## src/rtl/ec_dmem_access_if.sv

```systemverilog
`default_nettype none
// ============================================================================
// Module      : ec_dmem_access_if
// Description : SRAM-like data bus (req / addr_ok / data_ok) between the EC
//               stage access controller and the data memory.
// Revision    : 1.0 - initial release
// ============================================================================
interface ec_dmem_access_if #(
    parameter int ADDR_W = 32,
    parameter int DATA_W = 32
);
    logic                  data_req;
    logic                  data_wr;
    logic [1:0]            data_size;
    logic [ADDR_W-1:0]     data_addr;
    logic [DATA_W/8-1:0]   data_wstrb;
    logic [DATA_W-1:0]     data_wdata;
    logic                  data_addr_ok;
    logic                  data_data_ok;
    logic [DATA_W-1:0]     data_rdata;

    modport master (
        output data_req, data_wr, data_size, data_addr, data_wstrb, data_wdata,
        input  data_addr_ok, data_data_ok, data_rdata
    );

    modport slave (
        input  data_req, data_wr, data_size, data_addr, data_wstrb, data_wdata,
        output data_addr_ok, data_data_ok, data_rdata
    );
endinterface
`default_nettype wire

```

## src/rtl/ec_dmem_access.sv

```systemverilog
`default_nettype none
// ============================================================================
// Module      : ec_dmem_access
// Description : EC-stage data-memory access controller: issues one load/store
//               at a time, stalls until it completes, extends load results.
// Revision    : 1.0 - initial release
// ============================================================================
module ec_dmem_access #(
    parameter int ADDR_W = 32,
    parameter int DATA_W = 32
) (
    input  wire logic              clk,
    input  wire logic              resetn,
    input  wire logic              ec_data_req,
    input  wire logic              ec_load,
    input  wire logic              ec_loadX,
    input  wire logic [3:0]        ec_lsV,
    input  wire logic [ADDR_W-1:0] ec_res,
    input  wire logic [DATA_W-1:0] ec_B,
    input  wire logic              ec_exc,
    input  wire logic              refresh,
    input  wire logic              stall_in,
    ec_dmem_access_if.master       bus,
    output logic                   ec_stall,
    output logic                   ld_valid,
    output logic [DATA_W-1:0]      ld_data
);

    typedef enum logic [1:0] {
        S_IDLE = 2'd0,
        S_REQ  = 2'd1,
        S_WAIT = 2'd2,
        S_HOLD = 2'd3
    } state_t;

    state_t              r_state;
    state_t              w_state_nxt;
    logic                r_kill;
    logic                w_kill_nxt;
    logic                r_load;
    logic                r_loadx;
    logic [3:0]          r_lsv;
    logic [ADDR_W-1:0]   r_addr;
    logic [DATA_W-1:0]   r_b;
    logic [DATA_W-1:0]   r_ld_buf;

    logic                w_start;
    logic                w_live;
    logic                w_load;
    logic [3:0]          w_lsv;
    logic [ADDR_W-1:0]   w_addr;
    logic [DATA_W-1:0]   w_b;
    logic [1:0]          w_size;
    logic [1:0]          w_rsize;
    logic [DATA_W-1:0]   w_rsh;
    logic [DATA_W-1:0]   w_ext;
    logic                w_kill_eff;
    logic                w_resp_ok;

    // resetn gates start so no output can rise while reset is held
    assign w_start = resetn & ec_data_req & ~ec_exc & ~refresh & (r_state == S_IDLE);

    // In IDLE the request is driven straight from EC; afterwards from the latch
    assign w_live = (r_state == S_IDLE);
    assign w_load = w_live ? ec_load : r_load;
    assign w_lsv  = w_live ? ec_lsV  : r_lsv;
    assign w_addr = w_live ? ec_res  : r_addr;
    assign w_b    = w_live ? ec_B    : r_b;

    function automatic logic [1:0] f_size(input logic [3:0] lsv);
        case (lsv)
            4'b1111:         f_size = 2'd2;
            4'b0011, 4'b1100: f_size = 2'd1;
            default:         f_size = 2'd0;
        endcase
    endfunction

    assign w_size  = f_size(w_lsv);
    assign w_rsize = f_size(r_lsv);

    assign bus.data_req   = w_start | (r_state == S_REQ);
    assign bus.data_wr    = bus.data_req & ~w_load;
    assign bus.data_size  = bus.data_req ? w_size : 2'd0;
    assign bus.data_addr  = bus.data_req ? w_addr : '0;
    assign bus.data_wstrb = (bus.data_req & ~w_load) ? w_lsv : 4'd0;
    assign bus.data_wdata = bus.data_req ? (w_b << {w_addr[1:0], 3'b000}) : '0;

    assign w_rsh = bus.data_rdata >> {r_addr[1:0], 3'b000};

    always_comb begin
        w_ext = w_rsh;
        case (w_rsize)
            2'd0:    w_ext = {{24{~r_loadx & w_rsh[7]}},  w_rsh[7:0]};
            2'd1:    w_ext = {{16{~r_loadx & w_rsh[15]}}, w_rsh[15:0]};
            default: w_ext = w_rsh;
        endcase
    end

    // A refresh coinciding with data_ok kills that response directly
    assign w_kill_eff = r_kill | refresh;
    assign w_resp_ok  = (r_state == S_WAIT) & bus.data_data_ok & ~w_kill_eff;

    assign ld_valid = r_load & ((w_resp_ok & ~stall_in) | (r_state == S_HOLD));
    assign ld_data  = ld_valid ? ((r_state == S_HOLD) ? r_ld_buf : w_ext) : '0;
    assign ec_stall = w_start | (r_state == S_REQ)
                    | ((r_state == S_WAIT) & ~w_resp_ok) | r_kill;

    always_comb begin
        w_state_nxt = r_state;
        w_kill_nxt  = r_kill;
        case (r_state)
            S_IDLE: begin
                if (w_start) begin
                    w_state_nxt = bus.data_addr_ok ? S_WAIT : S_REQ;
                end
            end
            S_REQ: begin
                if (refresh)          w_kill_nxt  = 1'b1;
                if (bus.data_addr_ok) w_state_nxt = S_WAIT;
            end
            S_WAIT: begin
                if (refresh) w_kill_nxt = 1'b1;
                if (bus.data_data_ok) begin
                    if (w_kill_eff) begin
                        w_kill_nxt  = 1'b0;
                        w_state_nxt = S_IDLE;
                    end else if (stall_in) begin
                        w_state_nxt = S_HOLD;
                    end else begin
                        w_state_nxt = S_IDLE;
                    end
                end
            end
            S_HOLD: begin
                if (~stall_in | refresh) w_state_nxt = S_IDLE;
            end
            default: w_state_nxt = S_IDLE;
        endcase
    end

    always_ff @(posedge clk or negedge resetn) begin
        if (!resetn) begin
            r_state  <= S_IDLE;
            r_kill   <= 1'b0;
            r_load   <= 1'b0;
            r_loadx  <= 1'b0;
            r_lsv    <= 4'd0;
            r_addr   <= '0;
            r_b      <= '0;
            r_ld_buf <= '0;
        end else begin
            r_state <= w_state_nxt;
            r_kill  <= w_kill_nxt;
            if (w_start) begin
                r_load  <= ec_load;
                r_loadx <= ec_loadX;
                r_lsv   <= ec_lsV;
                r_addr  <= ec_res;
                r_b     <= ec_B;
            end
            if (w_resp_ok & stall_in) begin
                r_ld_buf <= w_ext;
            end
        end
    end

endmodule
`default_nettype wire

```

## src/flat_wrapper.sv

```systemverilog
// flat-port wrapper written by rule: the top's interface ports become plain ports
module ec_dmem_access_flat 
#(
    parameter int ADDR_W = 32,
    parameter int DATA_W = 32
)
  (clk, resetn, ec_data_req, ec_load, ec_loadX, ec_lsV, ec_res, ec_B, ec_exc, refresh, stall_in, ec_stall, ld_valid, ld_data, bus_data_req, bus_data_wr, bus_data_size, bus_data_addr, bus_data_wstrb, bus_data_wdata, bus_data_addr_ok, bus_data_data_ok, bus_data_rdata);
  ec_dmem_access_if #(.ADDR_W(ADDR_W), .DATA_W(DATA_W)) bus_i ();
  input  wire logic clk;
  input  wire logic resetn;
  input  wire logic ec_data_req;
  input  wire logic ec_load;
  input  wire logic ec_loadX;
  input  wire logic [3:0] ec_lsV;
  input  wire logic [ADDR_W-1:0] ec_res;
  input  wire logic [DATA_W-1:0] ec_B;
  input  wire logic ec_exc;
  input  wire logic refresh;
  input  wire logic stall_in;
  output logic ec_stall;
  output logic ld_valid;
  output logic [DATA_W-1:0] ld_data;
  output wire logic [$bits(bus_i.data_req)-1:0] bus_data_req;
  output wire logic [$bits(bus_i.data_wr)-1:0] bus_data_wr;
  output wire logic [$bits(bus_i.data_size)-1:0] bus_data_size;
  output wire logic [$bits(bus_i.data_addr)-1:0] bus_data_addr;
  output wire logic [$bits(bus_i.data_wstrb)-1:0] bus_data_wstrb;
  output wire logic [$bits(bus_i.data_wdata)-1:0] bus_data_wdata;
  input wire logic [$bits(bus_i.data_addr_ok)-1:0] bus_data_addr_ok;
  input wire logic [$bits(bus_i.data_data_ok)-1:0] bus_data_data_ok;
  input wire logic [$bits(bus_i.data_rdata)-1:0] bus_data_rdata;
  assign bus_data_req = bus_i.data_req;
  assign bus_data_wr = bus_i.data_wr;
  assign bus_data_size = bus_i.data_size;
  assign bus_data_addr = bus_i.data_addr;
  assign bus_data_wstrb = bus_i.data_wstrb;
  assign bus_data_wdata = bus_i.data_wdata;
  assign bus_i.data_addr_ok = bus_data_addr_ok;
  assign bus_i.data_data_ok = bus_data_data_ok;
  assign bus_i.data_rdata = bus_data_rdata;
  ec_dmem_access #(.ADDR_W(ADDR_W), .DATA_W(DATA_W)) u_core (.clk(clk), .resetn(resetn), .ec_data_req(ec_data_req), .ec_load(ec_load), .ec_loadX(ec_loadX), .ec_lsV(ec_lsV), .ec_res(ec_res), .ec_B(ec_B), .ec_exc(ec_exc), .refresh(refresh), .stall_in(stall_in), .bus(bus_i), .ec_stall(ec_stall), .ld_valid(ld_valid), .ld_data(ld_data));
endmodule
```

## config.mk

```make
export PLATFORM = sky130hd
export DESIGN_NAME = ec_dmem_access_flat
export DESIGN_NICKNAME = d
export VERILOG_FILES = /design/src/rtl/ec_dmem_access_if.sv /design/src/rtl/ec_dmem_access.sv /design/src/flat_wrapper.sv
export SDC_FILE = /design/constraint.sdc
export NUM_CORES = 1
export LEC_CHECK = 0
export ABC_AREA = 1
export BUFFER_PORTS_ARGS = -buffer_cell sky130_fd_sc_hd__buf_2
export CORE_MARGIN = 10
export CORE_UTILIZATION = 35
export DETAILED_ROUTE_END_ITERATION = 8
export PLACE_DENSITY = 0.59
export SKIP_LAST_GASP = 1
export SLEW_MARGIN = 10
export SYNTH_ARGS = -nofsm -noshare
export SYNTH_HDL_FRONTEND = slang
export SYNTH_SLANG_ARGS = --single-unit
```

## constraint.sdc

```tcl
create_clock -name clk -period 1.7 [get_ports clk]
set_input_delay 0.255 -clock clk [delete_from_list [all_inputs] [get_ports clk]]
set_output_delay 0.255 -clock clk [all_outputs]
set_load 0.02 [all_outputs]
```

Yosys cells after proc, flatten, opt, wreduce, memory -nomap -nowiden
Index checks and enable logic that the tools add are counted.
W data, S select, Z words.

operators by class
  add/subtract/negate cells = 0
  $mul = 0
  div/mod/pow operators = 0
  order comparisons = 0
  eq/ne operators = 14
  shift operators = 2
  muxes and demuxes = 25
  bitwise operators = 26
  reductions and logical operators = 6

operators with widths
  cell                  count
  $mux W32              6
  $pmux W32 S2          1
  $shl A32 B5 Y32       1
  $shr A32 B5 Y32       1
  $eq A4 B4 Y1 const B  4
  $mux W2               8
  $and A1 B1 Y1         13
  $eq A4 B2 Y1 const B  2
  $mux W4               2
  $pmux W2 S2           2
  $pmux W2 S4           1
  $not A1 Y1            7
  $ne A2 B2 Y1 const B  3
  $or A1 B1 Y1          6
  $eq A2 B1 Y1 const B  2
  $eq A2 B2 Y1 const B  2
  $logic_not A2 Y1      2
  $mux W1               4
  $reduce_and A4 Y1     1
  $reduce_or A2 Y1      2
  $ne A2 B1 Y1 const B  1
  $pmux W1 S2           1
  $reduce_bool A2 Y1    1

word-level totals
  register bits after elaboration = 105
  bits in latches = 0
  RAM bits = 0
  bits in read-only memories = 0
  input bits = 110
  output and inout port bits = 106
  word-level logic and storage cells = 81
  memories kept = 0

Logic depth before layout (Yosys ltp)
Gate-level depths: netlist (run 1).

  word-level depth = 7
  depth in mapped cells = 11
  depth with buffers taken out = 10

Worst setup path after synthesis (run 1)
Ideal clock, no wire load.

  kind = register to output
  start point = register u_core.r_state[0]
  end point = output port bus_data_wdata[26]
  arrival time = 1.827 ns
  setup slack = -0.382 ns
  stages on the path, launching flop included = 10
  path through = dfrtp_1 > inv_1 > ha_1 > buf_4 > nand3_1 > buf_4 > nand2_4 > buf_6 > nand2_2 > o21ai_0

on the way
  cells in the longest elaborated chain, start to end = 4
  elaborated cells on any way between the ends = 8

RTL lines
  item                    RTL line               text
  start, declared         ec_dmem_access.sv:36   state_t r_state;
  start signal, assigned  ec_dmem_access.sv:152  r_state <= w_state_nxt;
  $logic_not A2 Y1        ec_dmem_access.sv:61   assign w_start = resetn & ec_data_req & ~ec_exc & ~refresh & (r_state == S_IDLE);
  $and A1 B1 Y1           ec_dmem_access.sv:61
  $or A1 B1 Y1 (*)        ec_dmem_access.sv:81   assign bus.data_req = w_start | (r_state == S_REQ);
  via bus_data_req        flat_wrapper.sv:23     output wire logic [$bits(bus_i.data_req)-1:0] bus_data_req;
  $mux W32 (*)            ec_dmem_access.sv:86   assign bus.data_wdata = bus.data_req ? (w_b << {w_addr[1:0], 3'b000}) : '0;
  end, declared           flat_wrapper.sv:28     output wire logic [$bits(bus_i.data_wdata)-1:0] bus_data_wdata;

Mark *: on every way through the listed nets, which the timed path passes. The rest lies on a longest branch.

Worst setup path in the final report (run 1)
  start point = register u_core.r_state[0]
  end point = output port bus_data_wdata[26]

on the way
  cells in the longest elaborated chain, start to end = 4
  elaborated cells on any way between the ends = 8

RTL lines
  item                                             RTL line                                    text
  $logic_not A2 Y1                                 ec_dmem_access.sv:61, ec_dmem_access.sv:64
  $mux W32, or another cell as far along           ec_dmem_access.sv:68                        assign w_b = w_live ? ec_B : r_b;
  $shl A32 B5 Y32 or $or A1 B1 Y1 (tied branches)  ec_dmem_access.sv:86, ec_dmem_access.sv:81
  $mux W32 (*)                                     ec_dmem_access.sv:86

Every way passes the cells marked *; elsewhere a longest branch is shown, timed or not.

==> metrics.txt, run 1 <==
final count of hold timing violations 0; FILL cells between 1500 and 2000; Worst slew margin 0.575; met1 usage 0.243; Initial Util 0.354; Via density around 5.0; sw frac 0.470; period utilization 1.41; Reg2Reg Depth 12; routability congestion estimate 0.810; maximum clock insertion buffer count 2; drt first-iter violations 396; worst skew pair latency 370 ps; Unique masters post-synth 33; minimum clock period 2400 ps; Non-Filler Instances 1651; synthesized net count 1162; largest family of logic cells by synthesized area simple AND/OR/NAND/NOR gates; FP Rows 52; flop2flop setup slack -160 ps; RSZ-0062 raised after global routing true; multi-input combinational cell area 5070 um2; PortBufs between 200 and 250; final setup vio count 140; H-tree Lvls 3; r2r startpoint u_core.r_state[0]; reg2reg end u_core.r_state[1]; CP Data Required Time about 1400 ps; Critical path origin u_core.r_state[0]; setup TNS -69760 ps; register area 2630 um2; CTS Buf Count 9; total clock sinks 105; DRC Markers 0; Fmax 417 MHz; post-synthesis async set-or-reset flop share 1.00; via count 8303; Synth Area in XOR/XNOR 0; post-synthesis compound-gate area fraction 0.166; setup ws final -696 ps; dpl cells 1578; Clock Tree Root clkbuf_16; die height 163 um; Layout area overhead 77.3%; die width 163 um; Critical Path Start Type flop; Crit Path Max Fanout 9; Simple-Gate Fraction of Synth Area 0.289; GR peak layer met2; YS warnings 0; hold_sp ec_res[12]; largest net degree at the start of global routing around 100; WHS 143 ps; total global-route track usage 0.193; Synth Flop Type dfrtp_1; DP Worst Slack -337 ps; Syn Area/Cell between 6 and 7 um2; grt met2 use 0.316; Min-Delay Path Class input port to flop; initial antenna violation count 2; status complete, but fails checks; Pwr Density approximately 1900 nW/um2; DP HPWL ~18000 um; Max-Cap Viols 0; CP endpoint kind output pin; Reg power frac 0.174; Nets around 1500; met3 Usage GRT 0.0531; IO Pins 216; EDFF count, synth 0; WL final 28700 um; hold depth 2; layout cell share with drive strength beyond 1 0.502; Clk pwr share 0.089; Worst EP arrival ~2100 ps; Synth Cell Area 7120 um2; multiplexer share of the synthesized area 0.0490; DIE AREA 26500 um2; Worst VDD drop 0.00134 V; failing checks negative setup slack; ANT nets after route 0; register bit total from synthesis 105; Adder-Cell Fraction of Synth Area 0.00703; P_leak 6.37 nW; fin. max-slew vios 0; Psw approximately 11 mW; Crit Path Category flop to output pin; Final Power around 24 mW; CTS tree built; vias in the first global route 7920; P_int 12.8 mW; global-route wire length before repair 41500 um; Max Clock Skew about 15 ps; 1st-pass router iterations 5; worst slew pin tran 638 ps; Hold Path Sink u_core.r_addr[12]; Syn Inst Count 1048; sequential share of the synthesized area 0.369; Worst-path clk slew 90 ps; grt total ovfl 0; Wirelength per Cell 17.4 um; Comb pwr share 0.736; Core ar. 20100 um2
per-stage QoR:
step | util | area [um2]
2_1_floorplan | - | 7710
3_3_place_gp | 0.487 | 9800
3_5_place_dp | 0.487 | 9800
4_1_cts | 0.561 | 11300
5_1_grt | 0.628 | 12600
6_report | 0.628 | 12600
placed cells by master (no fill, tap or decap), types with 4 or more instances in the layout:
cell type | synthesis | final
o21ai_1 | 12 | 48
clkbuf_16 | 0 | 19
nand2_4 | 2 | 33
o21ai_4 | 0 | 12
nor2_2 | 1 | 17
a21oi_4 | 0 | 32
a21oi_2 | 0 | 13
nor2_1 | 95 | 45
buf_12 | 0 | 25
buf_4 | 6 | 104
inv_1 | 107 | 76
buf_2 | 36 | 109
nand3_2 | 2 | 6
o21ai_2 | 3 | 18
o211ai_1 | 9 | 9
a21oi_1 | 75 | 30
o21ai_0 | 111 | 48
mux2_2 | 31 | 31
buf_6 | 12 | 119
nor2_4 | 2 | 36
nand2_1 | 324 | 266
nand3_4 | 1 | 4
a211oi_4 | 0 | 7
and2_4 | 0 | 5
nand2_2 | 7 | 34
buf_8 | 0 | 6
dfrtp_1 | 105 | 104
nand3_1 | 41 | 34
inv_4 | 0 | 4
nand4_1 | 16 | 16
inv_2 | 7 | 31
buf_16 | 0 | 10
synthesized netlist by cell type, types with 12 or more instances:
cell | count | area share
mux2_2 | 31 | 0.049
o21ai_1 | 12 | 0.0084
nor2_1 | 95 | 0.050
nand3_1 | 41 | 0.029
inv_1 | 107 | 0.056
a21oi_1 | 75 | 0.053
buf_2 | 36 | 0.025
clkbuf_1 | 13 | 0.0069
dfrtp_1 | 105 | 0.37
nand2_1 | 324 | 0.17
buf_6 | 12 | 0.019
nand4_1 | 16 | 0.014
o21ai_0 | 111 | 0.078
metal layers:
layer  share of wire  wire [um]  up-vias
li1                -          -     4010
met1            0.41      11700     3916
met2            0.49      14200      321
met3           0.075       2160       54
met4           0.022        626        2
met5         0.00024          7        -
worst max-delay path, stage by stage (launching register included):
cell and delay [ps]:
dfrtp_1 390, inv_2 110, ha_4 200, buf_4 120, buf_6 80, nand3_4 90, nand2_8 160, buf_4 140
nand2_4 110, o21ai_1 190, buf_4 170
power by group through the flow:
stage | Sequential (mW) | Combinational [mW] | Clock [mW]
finish | 4.20 | 17.8 | 2.16
detailed placement | 4.13 | 12.2 | 0
global route | 4.33 | 19.1 | 2.31
global placement | 4.10 | 12.1 | 0
CTS | 4.11 | 15.0 | 2.20
floorplan | 4.00 | 8.23 | 0
registers in the layout, indices dropped and copies added (netlist names):
name / cells
u_core.r_ld_buf: 32
u_core.r_addr: 32
u_core.r_state: 2
u_core.r_kill: 1
u_core.r_load: 1
u_core.r_lsv: 4
u_core.r_b: 32
u_core.r_loadx: 1
timing repair:
item	in CTS	in global routing
setup buffers	24	17
gates resized for setup	247	296
hold endpoints to repair	2	0
setup endpoints to repair	139	182
pin swaps	26	62
gates cloned	9	11
hold buffers	1	0
worst max-delay path by stage:
stage	to	slack, ps
after floorplan	bus_data_wstrb[0]	-200
after global placement	bus_data_addr[0]	-340
after detailed placement	bus_data_addr[0]	-340
after CTS	bus_data_wdata[17]	-670
after global routing	bus_data_wdata[26]	-820
final	bus_data_wdata[26]	-700
logic make-up (layout without fill, tap and decap cells):
group | count (synthesis) | after routing
DFF | 105 | 105
and+or+nand+nor | 499 | 501
other | 0 | 1
AOI/OAI and AO/OA | 223 | 223
buffers and inverters | 186 | 516
adders and majority gates | 4 | 4
muxes | 31 | 31
area by class of cell:
type / count / share of cell area
sequential: 105 / 0.208
multi-input combinational: 759 / 0.401
timing repair buffer: 385 / 0.303
antenna: 1 / 0.000198
inverter: 115 / 0.0374
tap: 270 / 0.0267
clock inverter: 7 / 0.00555
clock buffer: 9 / 0.0178
Power figures use the tool's default switching activity.
==> run 2, diff against run 1 <==
--- a/config.mk
+++ b/config.mk
@@ -10,7 +10,7 @@
 export CORE_MARGIN = 10
 export CORE_UTILIZATION = 35
 export DETAILED_ROUTE_END_ITERATION = 8
-export PLACE_DENSITY = 0.59
+export PLACE_DENSITY = 0.57
 export SKIP_LAST_GASP = 1
 export SLEW_MARGIN = 10
 export SYNTH_ARGS = -nofsm -noshare
==> constraint.sdc (replaced) <==
create_clock -name clk -period 2.56 [get_ports clk]
set_input_delay 0.384 -clock clk [delete_from_list [all_inputs] [get_ports clk]]
set_output_delay 0.384 -clock clk [all_outputs]
set_load 0.02 [all_outputs]
==> run 2 against run 1 <==
  * The flow still finishes with violations (negative setup slack)
  * Via count decreased by 7.0%
  * Core utilization shrank 15 points
  * Register-to-register slack better by 330 ps
  * Sequential cell count did not move
  * Clock skew is 1.3 ps lower
  * Critical path type unchanged
==> metrics.txt, run 2 (synthesis gave the netlist of run 1 again) <==
commonest non-fill, non-tap cells in the layout nand2_1 (319), buf_2 (173), dfrtp_1 (102) (was nand2_1 (266), buf_6 (119), buf_2 (109)); Pwr Density 1250 nW/um2 (was 1910 nW/um2); Fmax 389 MHz; final count of hold timing violations 0 (unchanged); final core occ 0.481 (was 0.628); DRC Markers 0 (unchanged); GR peak layer met2 (unchanged); WL final 25700 um (was 28700 um); Layout area overhead 35.8% (was 77.3%); Via density 4.99 (was 5.03); Initial Util 0.354 (unchanged); WHS 177 ps (was 143 ps); grt total ovfl 0 (unchanged); total clock sinks 105 (unchanged); global-route wire length before repair 38300 um (was 41500 um); Psw 5.86 mW (was 11.3 mW); CTS Buf Count 9 (unchanged); ANT nets after route 0 (unchanged); Wirelength per Cell 16.6 um (was 17.4 um); met3 Usage GRT 0.0483 (was 0.0531); met1 usage 0.240 (was 0.243); initial antenna violation count 4 (was 2); minimum clock period roughly 2600 ps; Critical Path Start Type flop (unchanged); Reg power frac 0.232 (was 0.174); sw frac 0.486 (was 0.470); largest net degree at the start of global routing 78 (was 104); drt first-iter violations 529 (was 396); Worst slew margin 0.426 (was 0.575); vias in the first global route 7117 (was 7920); Max Clock Skew 14.1 ps (was 15.4 ps); total global-route track usage 0.177 (was 0.193); Crit Path Category flop to output pin (unchanged); Worst EP arrival 2190 ps (was 2140 ps); final setup vio count 1 (was 140); H-tree Lvls 3 (unchanged); die height 163 um (unchanged); period utilization 1.00; Crit Path Max Fanout 5 (was 9); Comb pwr share 0.646 (was 0.736); fin. max-slew vios 0 (unchanged); Clock Tree Root clkbuf_16 (unchanged); fin area 9670 um2 (was 12600 um2); DP HPWL 17400 um (was 18200 um); CTS tree built (unchanged); Worst VDD drop 0.000658 V (was 0.00134 V); status complete, but fails checks (unchanged); CP endpoint kind output pin (unchanged); P_int 6.19 mW (was 12.8 mW); IO Pins 216 (unchanged); FP Rows 52 (unchanged); RSZ-0062 raised after global routing true (unchanged); Largest regs u_core.r_addr (32), u_core.r_b (32), u_core.r_ld_buf (32) (unchanged); routability congestion estimate 0.884 (was 0.810); maximum clock insertion buffer count 2 (unchanged); Nets 1385 (was 1489); setup TNS -11.1 ps (was -69760 ps); setup ws final -11.1 ps (was -696 ps); Clk pwr share 0.123 (was 0.089); Core ar. 20100 um2 (unchanged); commonest non-fill, non-tap cell in the layout nand2_1 (unchanged); Max-Cap Viols 0 (unchanged); 1st-pass router iterations 5 (unchanged); DP Worst Slack 163 ps (was -337 ps); P_leak 5.39 nW (was 6.37 nW); CP Data Required Time 2180 ps (was 1440 ps); layout cell share with drive strength beyond 1 0.325 (was 0.502); worst skew pair latency 360 ps (was 370 ps); DIE AREA 26500 um2 (unchanged); worst slew pin tran 861 ps (was 638 ps); grt met2 use 0.268 (was 0.316); PortBufs 215 (unchanged); Worst-path clk slew 80 ps (was 90 ps); failing checks negative setup slack (unchanged); die width 163 um (unchanged); Cell Area, Placed 8400 um2 (was 9800 um2); via count 7723 (was 8303); Min-Delay Path Class input port to async pin (was input port to flop)
-- run 2: critical path: stages, from the launching register on --
cell and delay [ps]:
dfrtp_1 410, inv_2 120, ha_4 160, nand2_2 50, inv_2 70, nand2_4 70, o21ai_4 220, nand2_4 130
a211oi_1 360, buf_2 240
-- run 2: cell type report --
class / count / area [um2]
Fill cell: 2049 / 10400
Clock inverter: 7 / 86.3
Timing Repair Buffer: 278 / 1970
Tap cell: 270 / 338
Sequential cell: 105 / 2630
Inverter: 115 / 445
Antenna cell: 3 / 7.51
Clock buffer: 9 / 225
Multi-Input combinational cell: 762 / 3970
-- run 2: final timing paths --
kind / start / to / slack [ps] / cells after the start
worst min-delay path: resetn / u_core.r_ld_buf[6] / 180 / 2
worst max-delay path: u_core.r_state[0] / ld_data[2] / -10 / 9
worst max register to register: u_core.r_state[0] / u_core.r_b[17] / 170 / 8
min in group clk: ec_res[11] / u_core.r_addr[11] / 260 / 2
max in group asynchronous: resetn / u_core.r_lsv[3] / 1050 / 3
worst min register to register: u_core.r_ld_buf[20] / u_core.r_ld_buf[20] / 490 / 2
-- run 2: repair_timing --
action / 4_1_cts / 5_1_grt
gates cloned: 3 / 8
buffers inserted: 11 / 17
hold buffers: 0 / 0
setup endpoints to repair: 80 / 69
pin swaps: 2 / 29
resized for setup: 25 / 171
-- run 2: power by group through the flow --
stage	Clock (mW)	Combinational [mW]	Sequential, mW
after CTS	1.52	6.56	2.76
after global placement	0	6.10	2.76
final	1.48	7.78	2.79
after floorplan	0	4.54	2.65
after global routing	1.57	8.55	2.88
after detailed placement	0	6.10	2.78
-- run 2: metal layers --
metal	routed length (um)	vias to the layer above
met3	2130	29
met4	383	2
li1	-	3804
met5	13	-
met2	11500	292
met1	11700	3596
-- run 2: per-stage QoR --
stage | power, mW | cells
after CTS | 10.8 | 1521
after detailed placement | 8.88 | 1491
after floorplan | 7.18 | 1048
after global placement | 8.86 | 1491
after global routing | 13.0 | 1547
final | 12.0 | 1549
==> run 3, diff against run 2 <==
--- a/config.mk
+++ b/config.mk
@@ -10,7 +10,7 @@
 export CORE_MARGIN = 10
 export CORE_UTILIZATION = 35
 export DETAILED_ROUTE_END_ITERATION = 8
-export PLACE_DENSITY = 0.57
+export PLACE_DENSITY = 0.68
 export SKIP_LAST_GASP = 1
 export SLEW_MARGIN = 10
 export SYNTH_ARGS = -nofsm -noshare
==> run 3 against run 2 <==
  * The flow still finishes with violations (negative setup slack)
  * Via count fell by 1.0%
  * Highest routed layer is now met4
  * Clock skew fell by 1.6 ps
  * Sequential cell count stayed put
==> metrics.txt, run 3 (synthesis gave the netlist of run 1 again) <==
failing checks negative setup slack (unchanged); largest net degree at the start of global routing 79 (was 78); routability congestion estimate 0.909 (was 0.884); final setup vio count 1 (unchanged); PortBufs 215 (unchanged); FP Rows 52 (unchanged); flop2flop setup slack 220 ps (was 170 ps); WL final 24600 um (was 25700 um); total global-route track usage 0.174 (was 0.177); Worst-path clk slew 80 ps (about the same); setup TNS -3.44 ps (was -11.1 ps); DP Worst Slack 205 ps (was 163 ps); DP HPWL 17000 um (was 17400 um); Crit Path Max Fanout 13 (was 5); IO Pins 216 (unchanged); Fmax 390 MHz (was 389 MHz); total clock sinks 105 (unchanged); DRC Markers 0 (unchanged); Final Power 11.8 mW (was 12.0 mW); grt met2 use 0.266 (was 0.268); vias in the first global route 6955 (was 7117); CTS Hold Buffers Added 0 (unchanged); met3 Usage GRT 0.0650 (was 0.0483); Critical Path Start Type flop (unchanged); CTS tree built (unchanged); CP endpoint kind output pin (unchanged); minimum clock period 2560 ps (was 2570 ps); ANT cells 0 (was 3); status complete, but fails checks (unchanged); CTS Buf Count 9 (unchanged); Min-Delay Path Class input port to async pin (unchanged); via count 7643 (was 7723); Wirelength per Cell 16.0 um (was 16.6 um); maximum clock insertion buffer count 2 (unchanged); Non-Filler Instances 1536 (was 1549); initial antenna violation count 1 (was 4); Worst EP arrival 2180 ps (was 2190 ps); die width 163 um (unchanged); final count of hold timing violations 0 (unchanged); CP Data Required Time 2180 ps (about the same); RSZ-0062 raised after global routing true (unchanged); global-route wire length before repair 37700 um (was 38300 um); worst skew pair latency 370 ps (was 360 ps); Worst slew margin 0.512 (was 0.426); die height 163 um (unchanged); register area 2630 um2 (about the same); H-tree Lvls 3 (unchanged); multi-input combinational cell area 3760 um2 (was 3970 um2); dpl cells 1487 (was 1491); drt first-iter violations 544 (was 529); Via density 4.98 (was 4.99); DIE AREA 26500 um2 (unchanged); Nets 1375 (was 1385); GR peak layer met2 (unchanged); period utilization 1.00 (about the same); FILL cells 2020 (was 2049); worst slew pin tran 732 ps (was 861 ps); commonest non-fill, non-tap cells in the layout nand2_1 (322), buf_2 (185), inv_1 (105) (was nand2_1 (319), buf_2 (173), dfrtp_1 (102)); Crit Path Category flop to output pin (unchanged); Max Clock Skew 12.5 ps (was 14.1 ps); grt total ovfl 0 (unchanged); Largest regs u_core.r_addr (32), u_core.r_b (32), u_core.r_ld_buf (32) (unchanged); Initial Util 0.354 (unchanged); Layout area overhead 31.2% (was 35.8%); ANT nets after route 0 (unchanged); Core ar. 20100 um2 (unchanged); Pwr Density 1260 nW/um2 (was 1250 nW/um2); setup ws final -3.44 ps (was -11.1 ps); P_leak 5.32 nW (was 5.39 nW); layout cell share with drive strength beyond 1 0.289 (was 0.325); commonest non-fill, non-tap cell in the layout nand2_1 (unchanged); 1st-pass router iterations 7 (was 5); Max-Cap Viols 0 (unchanged); fin. max-slew vios 0 (unchanged); Worst VDD drop 0.000685 V (was 0.000658 V); met1 usage 0.232 (was 0.240); Clock Tree Root clkbuf_16 (unchanged)
[run 3: critical path, stage by stage, from the launching register on]
cell,delay [ps]
dfrtp_1,380
inv_2,70
ha_4,190
buf_6,130
nand2_2,70
o21ai_4,80
buf_4,160
buf_16,150
o21ai_1,150
a21oi_1,60
nor2_1,190
buf_4,180
[run 3: worst paths after layout]
| check | startpoint | to | cells after the start |
|---|---|---|---|
| setup reg to reg | u_core.r_state[1] | u_core.r_b[30] | 7 |
| setup / recovery | u_core.r_state[1] | bus_data_wdata[16] | 11 |
| hold / removal | resetn | u_core.r_b[17] | 2 |
| min in group clk | ec_res[10] | u_core.r_addr[10] | 2 |
| max in group asynchronous | resetn | u_core.r_addr[0] | 3 |
| hold reg to reg | u_core.r_ld_buf[22] | u_core.r_ld_buf[22] | 2 |
[run 3: layout make-up]
class / count / area share
Timing Repair Buffer: 271 / 0.196
Clock inverter: 7 / 0.0131
Clock buffer: 9 / 0.0241
Inverter: 115 / 0.0471
Tap cell: 270 / 0.0361
Sequential cell: 105 / 0.281
Multi-Input combinational cell: 759 / 0.402
[run 3: where the power goes]
part,total (mW),switching [mW],internal [mW]
clock,1.59,0.780,0.814
combinational,7.41,4.44,2.97
sequential,2.75,0.372,2.38
total,11.8,5.59,6.16
[run 3: layer usage]
metal | wire length, um | vias to the layer above
met4 | 314 | 0
li1 | - | 3772
met1 | 10800 | 3506
met3 | 2440 | 21
met2 | 11100 | 344
met5 | 0 | -
[run 3: metrics by stage]
step,utilization,area (um2),hold WS (ps)
global route,0.465,9350,233
detailed placement,0.417,8380,466
finish,0.465,9350,189
CTS,0.446,8960,227
global placement,0.417,8380,461
floorplan,-,7120,88.4
[run 3: repair_timing]
action / CTS / global route
gates cloned: 5 / 6
setup endpoints to repair: 87 / 67
pin swaps: 2 / 3
gates resized for setup: 20 / 60
setup buffers: 5 / 17
